## src/rtl/uart_tx.sv

```systemverilog
// rtl/uart_tx.sv - 8N1 UART transmitter with a small input FIFO
module uart_tx #(
    parameter int CLKS_PER_BIT = 868,
    parameter int FIFO_DEPTH   = 4
) (
    input  logic       i_clk,
    input  logic       i_rst,
    input  logic       i_tx_dv,
    input  logic [7:0] i_tx_byte,
    output logic       o_tx_ready,
    output logic       o_tx_serial,
    output logic       o_tx_active,
    output logic       o_tx_done
);
    localparam int AW = $clog2(FIFO_DEPTH);

    typedef enum logic [2:0] {
        IDLE      = 3'd0,
        START_BIT = 3'd1,
        DATA_BITS = 3'd2,
        STOP_BIT  = 3'd3,
        CLEANUP   = 3'd4
    } state_t;

    state_t        state, state_nxt;
    logic [15:0]   clk_cnt, clk_cnt_nxt;
    logic [2:0]    bit_idx, bit_idx_nxt;
    logic [7:0]    shift_reg, shift_nxt;
    logic          line_nxt, active_nxt, done_nxt;
    logic          terminal;

    logic [7:0]    fifo_mem [FIFO_DEPTH];
    logic [AW-1:0] wr_ptr, rd_ptr;
    logic [AW:0]   fifo_count;
    logic          fifo_wr, fifo_pop;

    assign o_tx_ready = fifo_count < (AW+1)'(FIFO_DEPTH);
    assign fifo_wr    = i_tx_dv && o_tx_ready;
    assign terminal   = clk_cnt == 16'(CLKS_PER_BIT - 1);

    always_ff @(posedge i_clk) begin
        if (fifo_wr && !i_rst) begin
            fifo_mem[wr_ptr] <= i_tx_byte;
        end
    end

    // Pointers wrap naturally because the depth is a power of two.
    always_ff @(posedge i_clk) begin
        if (i_rst) begin
            wr_ptr     <= '0;
            rd_ptr     <= '0;
            fifo_count <= '0;
        end else begin
            if (fifo_wr) begin
                wr_ptr <= wr_ptr + 1'b1;
            end
            if (fifo_pop) begin
                rd_ptr <= rd_ptr + 1'b1;
            end
            case ({fifo_wr, fifo_pop})
                2'b10:   fifo_count <= fifo_count + 1'b1;
                2'b01:   fifo_count <= fifo_count - 1'b1;
                default: fifo_count <= fifo_count;
            endcase
        end
    end

    // Outputs are registered from the current state, so the line lags the FSM by one cycle.
    always_ff @(posedge i_clk) begin
        if (i_rst) begin
            state       <= IDLE;
            clk_cnt     <= '0;
            bit_idx     <= '0;
            shift_reg   <= '0;
            o_tx_serial <= 1'b1;
            o_tx_active <= 1'b0;
            o_tx_done   <= 1'b0;
        end else begin
            state       <= state_nxt;
            clk_cnt     <= clk_cnt_nxt;
            bit_idx     <= bit_idx_nxt;
            shift_reg   <= shift_nxt;
            o_tx_serial <= line_nxt;
            o_tx_active <= active_nxt;
            o_tx_done   <= done_nxt;
        end
    end

    always_comb begin
        state_nxt   = state;
        clk_cnt_nxt = clk_cnt;
        bit_idx_nxt = bit_idx;
        shift_nxt   = shift_reg;
        fifo_pop    = 1'b0;
        line_nxt    = 1'b1;
        active_nxt  = 1'b0;
        done_nxt    = 1'b0;
        case (state)
            IDLE: begin
                clk_cnt_nxt = '0;
                bit_idx_nxt = '0;
                if (fifo_count != '0) begin
                    fifo_pop  = 1'b1;
                    shift_nxt = fifo_mem[rd_ptr];
                    state_nxt = START_BIT;
                end
            end
            START_BIT: begin
                line_nxt   = 1'b0;
                active_nxt = 1'b1;
                if (terminal) begin
                    clk_cnt_nxt = '0;
                    state_nxt   = DATA_BITS;
                end else begin
                    clk_cnt_nxt = clk_cnt + 16'd1;
                end
            end
            DATA_BITS: begin
                line_nxt   = shift_reg[bit_idx];
                active_nxt = 1'b1;
                if (terminal) begin
                    clk_cnt_nxt = '0;
                    if (bit_idx == 3'd7) begin
                        bit_idx_nxt = '0;
                        state_nxt   = STOP_BIT;
                    end else begin
                        bit_idx_nxt = bit_idx + 3'd1;
                    end
                end else begin
                    clk_cnt_nxt = clk_cnt + 16'd1;
                end
            end
            STOP_BIT: begin
                active_nxt = 1'b1;
                if (terminal) begin
                    clk_cnt_nxt = '0;
                    state_nxt   = CLEANUP;
                end else begin
                    clk_cnt_nxt = clk_cnt + 16'd1;
                end
            end
            CLEANUP: begin
                done_nxt  = 1'b1;
                state_nxt = IDLE;
            end
            default: begin
                clk_cnt_nxt = '0;
                bit_idx_nxt = '0;
                state_nxt   = IDLE;
            end
        endcase
    end
endmodule

```

## config.mk

```make
export PLATFORM = sky130hd
export DESIGN_NAME = uart_tx
export DESIGN_NICKNAME = d
export VERILOG_FILES = /design/src/rtl/uart_tx.sv
export SDC_FILE = /design/constraint.sdc
export NUM_CORES = 1
export LEC_CHECK = 0
export BUFFER_PORTS_ARGS = -buffer_cell sky130_fd_sc_hd__buf_4
export CORE_MARGIN = 5
export CORE_UTILIZATION = 63
export CTS_CLUSTER_SIZE = 40
export DETAILED_ROUTE_END_ITERATION = 6
export HOLD_SLACK_MARGIN = 0.06
export PLACE_DENSITY = 0.85
export SLEW_MARGIN = 30
export SYNTH_ARGS = -nofsm -noshare
export SYNTH_HDL_FRONTEND = slang
export SYNTH_SLANG_ARGS = --single-unit
```

## constraint.sdc

```tcl
create_clock -name i_clk -period 5.2 [get_ports i_clk]
set_clock_uncertainty 0.1 [all_clocks]
set_input_delay 0.26 -clock i_clk [delete_from_list [all_inputs] [get_ports i_clk]]
set_output_delay 0.26 -clock i_clk [all_outputs]
set_load 0.05 [all_outputs]
```

---- Word-level counts from Yosys, hierarchy flattened ----
Memory sizes are Yosys's and may differ from the RTL's. A register that Yosys moved wholly into a read port is not among the register bits.
Cells that the tools add are included.
operators by class
  bitwise gates (word level) .............. 1
  equality and inequality tests ........... 13
  magnitude comparators ................... 2
  add/sub/neg operators ................... 6
  reductions and logical operators ........ 11
  multiplexer cells ....................... 21
operator list
  kind                   count
  $pmux 16 s2            1
  $mux 3                 7
  $add 16x1->16 const B  1
  $eq 16x10->1 const B   1
  $mux 16                1
  $pmux 3 s2             2
  $pmux 3 s4             1
  $ne 2x2->1 const B     5
  $mux 1                 7
  $add 3x1->3 const B    2
  $eq 3x2->1 const B     2
  $eq 3x3->1 const B     2
  $reduce_or 3->1        2
  $reduce_and 5->1       1
  $add 2x1->2 const B    2
  $lt 3x4->1 const B     1
  $reduce_and 2->1       2
  $bmux 1 s3             1
  $eq 3x1->1 const B     1
  $logic_not 3->1        1
  $lt 3x3->1 const B     1
  $reduce_bool 3->1      1
  $sub 3x1->3 const B    1
  $eq 2x1->1 const B     1
  6 further kinds        7
storage, ports and cells
  memories ................................ 1
  bits in writable memories ............... 32
  word-level logic and storage cells ...... 64
  bits in registers ....................... 32
  output and inout bits ................... 4
memory list
  name      words  bits a word  read ports  clocked after memory_dff  write ports  RTL line  RTL
  fifo_mem  4      8            1           1                         1            32        logic [7:0] fifo_mem [FIFO_DEPTH];

---- Logic depth before layout (Yosys ltp) ----
Gate-level depths: netlist (run 1).
  depth in word-level cells ............... 5
  gate-level depth with buffers ........... 10
  mapped depth without buffers ............ 9

---- Least setup slack after synthesis (run 1) ----
OpenSTA, ideal clock, no wires.
  kind .................................... register -> register
  from .................................... register state[0]
  to ...................................... register fifo_count[2]
  cell stages (with the launch flop) ...... 11
  path slack .............................. 2.621 ns
  arrival ................................. 2.409 ns
  data required time ...................... 5.029 ns
  period minus slack after synthesis ...... 2.579 ns
  setup time .............................. 0.071 ns
  cells stage by stage .................... dfxtp_1 buf_2 or4_1 clkbuf_1 inv_2 ha_1 inv_1 fa_1 xor2_1 or3_1 a21oi_1
between the ends
  word-level cells in the longest chain between the ends .. 4
  elaborated cells between the ends (all ways) .. 6
RTL lines
  element                                                 RTL line  RTL
  start: declaration                                      25        state_t state, state_nxt;
  start signal: assignment                                79        state <= state_nxt;
  $logic_not 3->1 (*)                                     98        case (state)
  $mux 1 (*)                                              98
  net fifo_pop                                            35        logic fifo_wr, fifo_pop;
  $eq 2x1->1 / $eq 2x2->1 (equally long branches)         60        case ({fifo_wr, fifo_pop})
  $pmux 3 s2 / $reduce_bool 2->1 (equally long branches)  -
  end signal: assignment                                  61        2'b10: fifo_count <= fifo_count + 1'b1;
  end signal: assignment                                  62        2'b01: fifo_count <= fifo_count - 1'b1;
  end signal: assignment                                  63        default: fifo_count <= fifo_count;
  end: declaration                                        34        logic [AW:0] fifo_count;
The timed path passes the listed nets; every way through them passes the cells marked *.
A chain may end at the register's enable or synchronous reset.

---- Worst setup path in the final report (run 1) ----
Ends and elaborated chain as after synthesis.

==> results of run 1 <==
[worst max-delay path: stages (launching register included)]
cell	delay, ps
dfxtp_1	390
or4_1	710
inv_2	220
ha_1	210
inv_1	60
fa_1	370
xor2_1	150
or3_1	300
a21oi_1	150
[how the worst max path moves through the flow]
stage                              from       endpoint  slack (ps)  cells past startpoint
after floorplan                state[0]  fifo_count[2]        2620                     10
after global placement         state[2]  fifo_count[2]        2570                      8
after detailed placement  fifo_count[2]  fifo_count[2]        2500                      9
after CTS                 fifo_count[2]  fifo_count[2]        2470                      9
after global routing      fifo_count[2]  fifo_count[2]        2250                      9
final                          state[0]  fifo_count[2]        2470                      8
[cell usage in the layout (no fill, tap or decap), types with 4 or more instances in the layout]
cell type / instances
a21oi_1: 16
a31oi_1: 4
and2_1: 5
and4_1: 4
buf_4: 14
clkbuf_8: 9
dfxtp_1: 40
dlygate4sd3_1: 8
edfxtp_1: 32
ha_1: 8
inv_1: 11
mux4_2: 10
nand2_1: 24
nand3_1: 5
nand4_1: 7
nor2_1: 22
nor3_1: 5
nor4_1: 4
o21ai_0: 6
or4_1: 6
xnor2_1: 8
xor2_1: 6
[cells by family (layout without fill, tap and decap cells)]
kind of cell    count (synthesis)  in the layout  share of synthesized area
compound gates                 36             36                     0.0710
fa+ha+maj                       9              9                     0.0387
buf+inv                        22             50                     0.0274
simple gates                  100            100                      0.176
mux                            12             12                     0.0791
xor+xnor                       14             14                     0.0395
flops                          72             72                      0.568
[routing by layer]
layer	vias to the layer above	global-route usage	part of all wire
met5	-	0	0
met4	0	0.101	0.021
met3	11	0.0437	0.046
met2	51	0.344	0.49
met1	1018	0.259	0.44
li1	1027	-	-
[report_power, final]
| part | switching (mW) | internal (mW) |
|---|---|---|
| clock network | 0.202 | 0.268 |
| registers | 0.0597 | 0.660 |
| logic | 0.168 | 0.136 |
| total | 0.430 | 1.06 |
[cell type report]
| class | instances | area, sq um | share of cell area |
|---|---|---|---|
| clock inverter | 6 | 85.1 | 0.0240 |
| timing repair buffer | 22 | 185 | 0.0523 |
| clock buffer | 10 | 128 | 0.0360 |
| sequential | 72 | 1760 | 0.497 |
| inverter | 12 | 45.0 | 0.0127 |
| multi-input combinational | 171 | 1250 | 0.354 |
| tap | 67 | 83.8 | 0.0237 |
==> impl_metrics.ini, run 1 <==
[route]
postRouteAntennaNets = 0
dr.pass1.iters = 4
drt_wl_total_microns = 5780
first_iter_violations = 174
wl_per_cell_microns = 16.1
vias_per_cell = 5.85
vias = 2107
drcViolationCount = 0

[synthesis]
synth_top_area_share = 0.310
synth_commonest_cells = dfxtp_1 (40), edfxtp_1 (32), nand2_1 (24), nor2_1 (22), a21oi_1 (16)
synth_nets = 285
synthArstFlopShare = 0
seq_area_frac_synth = 0.568
synth_cells = 265
ys.flop_type = dfxtp_1
ys_warn_count = 0
synth_edf_count = 32
syn-cell-area_sq_um = 3100
synth_area_leaders = edfxtp_1 (31%), dfxtp_1 (26%), mux4_2 (7.3%), ha_1 (3.2%), nand2_1 (2.9%)
yosysUniqueCellTypes = 49
ys_seq_elements = 72
synth_area_per_cell_sq_um = 11.7
yosysTopAreaCell = edfxtp_1
synth.most_common_cell = dfxtp_1

[worst_setup_path]
worstPathArrival_ps = 2900
cp_max_fo = 10
rrSetupSlack_ps = 2470
endpoint_kind = register
rr_startpoint = state[0]
reg2reg_depth = 8
worstSetupPathType = reg2reg
r2r_end = fifo_count[2]
worstPathRequired_ps = 5370
start_kind = register

[cts]
cts_setup_buffers = 0
cts_buffers = 9
cts_tree = built
clk_pin_slew_ps = 70
holdBufCountCts = 8
worstSkewPairLatency_ps = 340
cts-root-buf = clkbuf_8
ctsResizeCount = 0
cts_buffer_depth = 2
clkSinkCount = 72
ctsHtreeMaxLevel = 3

[final_layout]
design_area_sq_um = 3540
final_core_util = 0.745
syn2layout_area_growth_pct = 14.2
fin_nets = 308
largest_reg_flops = 32
drive_gt1_frac = 0.171
n_antenna_cell = 0
fin_cells = 360
fillers = 313

[timing]
timing.final.ws_setup_ps = 2470
slew_violations = 0
tightest_slew_ps = 852
max_freq_mhz = 366
finalCritPeriodShare = 0.525
finalSetupViolations = 0
whs_ps = 157
relSlewSlack = 0.431
hold_viol = 0
tns_ps = 0
period_needed_ps = 2730
rsz0062_at_grt = no

[grt]
grt_pass1_vias = 2080
grt_pass1_wl_microns = 10000
grt_max_degree = 23
track_usage = 0.208
grt-ovfl-total = 0
antenna_found_initial = 0

[power_and_ir_drop]
p_per_area_nw_per_um2 = 422
ir_drop_uv = 260
total_power_mw = 1.49
p_leak_nw = 1.20

[min_path]
worstHoldPathType = in2reg
min_to = rd_ptr[0]
hold_depth = 2
min_from = i_rst

[place]
port_buffers = 14
placedCellCount = 336
post-place-ws_ps = 2500
place_hpwl_microns = 3840
placed_cell_area_sq_um = 3250
globalplace.congestion = 0.860

[floorplanning]
start_util = 0.652
core_sq_um = 4750
ios = 15
dieArea_sq_um = 6420
die_w_microns = 80.2
die_y_microns = 80.2
core.rowCount = 25

[flow_run]
drv_cap = 0

[outcome]
status = finished clean
(Power assumes the default switching activity.)
==> run 2: changes to the inputs <==
Settings changed: CORE_UTILIZATION 63 to 60, PLACE_DENSITY 0.85 to 0.81.
Clock period 5.2 ns to 2.7 ns, I/O delays scaled along.
==> run 2 against run 1 <==
  * Register-to-register slack worse by 2200 ps
  * Sequential power is 92% higher
  * Clock-buffer cell count is 1 lower
  * Hold slack better by 37 ps
  * Die area is 4.4% higher
  * Critical path depth is 1 higher
  * Power is 97% higher
  * Cell area is 1.3% higher
  * Sequential share of layout area is 0.66 points lower
  * Utilization is 3.8 points lower
  * Combinational power is 100% higher
  * Global-route usage is 0.27 points lower
==> impl_metrics.ini, run 2 (synthesis gave the netlist of run 1 again) <==
[outcome]
status = finished clean

[grt]
grt_pass1_vias = 2119
grt-ovfl-total = 0
antenna_found_initial = 0
grt_max_degree = 23
grt_pass1_wl_microns = 10100
track_usage = 0.205

[min_path]
hold_depth = 4
worstHoldPathType = in2reg

[flow_run]
drv_cap = 0

[route]
first_iter_violations = 219
vias_per_cell = 5.79
drt_wl_total_microns = 5840
vias = 2126
drcViolationCount = 0
postRouteAntennaNets = 0
wl_per_cell_microns = 15.9
dr.pass1.iters = 4

[cts]
ctsResizeCount = 0
cts_buffers = 9
clkSinkCount = 72
cts_tree = built
cts_buffer_depth = 2
ctsHtreeMaxLevel = 3
clk_pin_slew_ps = 80
worstSkewPairLatency_ps = 350
cts_setup_buffers = 0
holdBufCountCts = 9
cts-root-buf = clkbuf_8

[final_layout]
layout_commonest_cell = dfxtp_1
fin_nets = 313
layout_common_cells = dfxtp_1 (40), edfxtp_1 (32), nand2_1 (24)
drive_gt1_frac = 0.182
syn2layout_area_growth_pct = 15.8
largest_reg_flops = 32
n_antenna_cell = 0
design_area_sq_um = 3590

[floorplanning]
die_w_microns = 81.9
ios = 15
core.rowCount = 26
dieArea_sq_um = 6710
die_y_microns = 81.9
core_sq_um = 5070
start_util = 0.611

[power_and_ir_drop]
ir_drop_uv = 559
p_int_mw = 2.08
p_clk_frac = 0.319
netSwitchingPower_mw = 0.861
comb_power_share = 0.210
swShare = 0.293
p_leak_nw = 1.22
p_per_area_nw_per_um2 = 818
p_seq_frac = 0.470

[place]
globalplace.congestion = 0.840
placed_cell_area_sq_um = 3280
port_buffers = 14
place_hpwl_microns = 3970

[worst_setup_path]
worstSetupPathType = reg2reg
rrSetupSlack_ps = 250
start_kind = register
reg2reg_depth = 9
worstPathArrival_ps = 2640
startpoint = fifo_count[2]
endpoint_kind = register
r2r_end = fifo_count[2]
cp_max_fo = 5
worstPathRequired_ps = 2890
endpoint = fifo_count[2]
rr_startpoint = fifo_count[2]

[timing]
rsz0062_at_grt = no
period_needed_ps = 2450
slew_violations = 0
tns_ps = 0
relSlewSlack = 0.495
finalSetupViolations = 0
tightest_slew_ps = 755
finalCritPeriodShare = 0.906
hold_viol = 0
max_freq_mhz = 409
-- run 2: changes by cell type in the layout (fill, tap and decap cells not counted), sizes merged --
cell / delta
clkinv: -2
clkbuf: -1
dlygate4sd3: +1
inv: +2
buf: +4
-- run 2: worst min-delay path by stage --
stage | start | endpoint
final | i_tx_dv | wr_ptr[0]
after global routing | i_tx_dv | wr_ptr[1]
after CTS | i_tx_dv | wr_ptr[1]
after detailed placement | i_tx_byte[7] | fifo_mem[2][7]
after global placement | i_tx_byte[2] | fifo_mem[2][2]
after floorplan | i_tx_byte[0] | fifo_mem[0][0]
-- run 2: power by group through the flow --
stage / logic, mW / registers (mW) / clock network (mW)
5_1_grt: 0.692 / 1.40 / 1.00
2_1_floorplan: 0.479 / 1.36 / 0
3_5_place_dp: 0.599 / 1.41 / 0
3_3_place_gp: 0.587 / 1.40 / 0
4_1_cts: 0.622 / 1.38 / 0.947
6_report: 0.618 / 1.38 / 0.938
-- run 2: layer usage --
| layer | global-route usage | part of all wire | vias to the layer above |
|---|---|---|---|
| li1 | - | - | 1042 |
| met1 | 0.260 | 0.43 | 1022 |
| met2 | 0.331 | 0.50 | 53 |
| met3 | 0.0625 | 0.048 | 9 |
| met4 | 0.0781 | 0.014 | 0 |
| met5 | 0 | 0 | - |
-- run 2: through the flow --
stage          worst slack [ps]  total power [mW]  hold WS, ps  cells   util
2_1_floorplan               121              1.84          134    265      -
3_3_place_gp                367              1.98          236    343  0.647
3_5_place_dp                284              2.01          239    343  0.647
4_1_cts                     259              2.95          183    367  0.707
5_1_grt                     119              3.09          235    367  0.707
6_report                    254              2.94          194    367  0.707
-- run 2: cell type report --
| type | instances | area [sq um] |
|---|---|---|
| Multi-Input combinational cell | 171 | 1250 |
| Clock buffer | 9 | 124 |
| Tap cell | 70 | 87.6 |
| Inverter | 12 | 45.0 |
| Timing Repair Buffer | 27 | 225 |
| Clock inverter | 6 | 92.6 |
| Sequential cell | 72 | 1760 |
| Fill cell | 376 | 1490 |
-- run 2: worst max-delay path: stages, from the launching register on --
cell     delay (ps)
dfxtp_1         420
nor3_1          120
or4_1           460
inv_2            90
ha_1            170
inv_1            60
fa_1            370
xor2_1          160
or3_1           300
a21oi_1         140
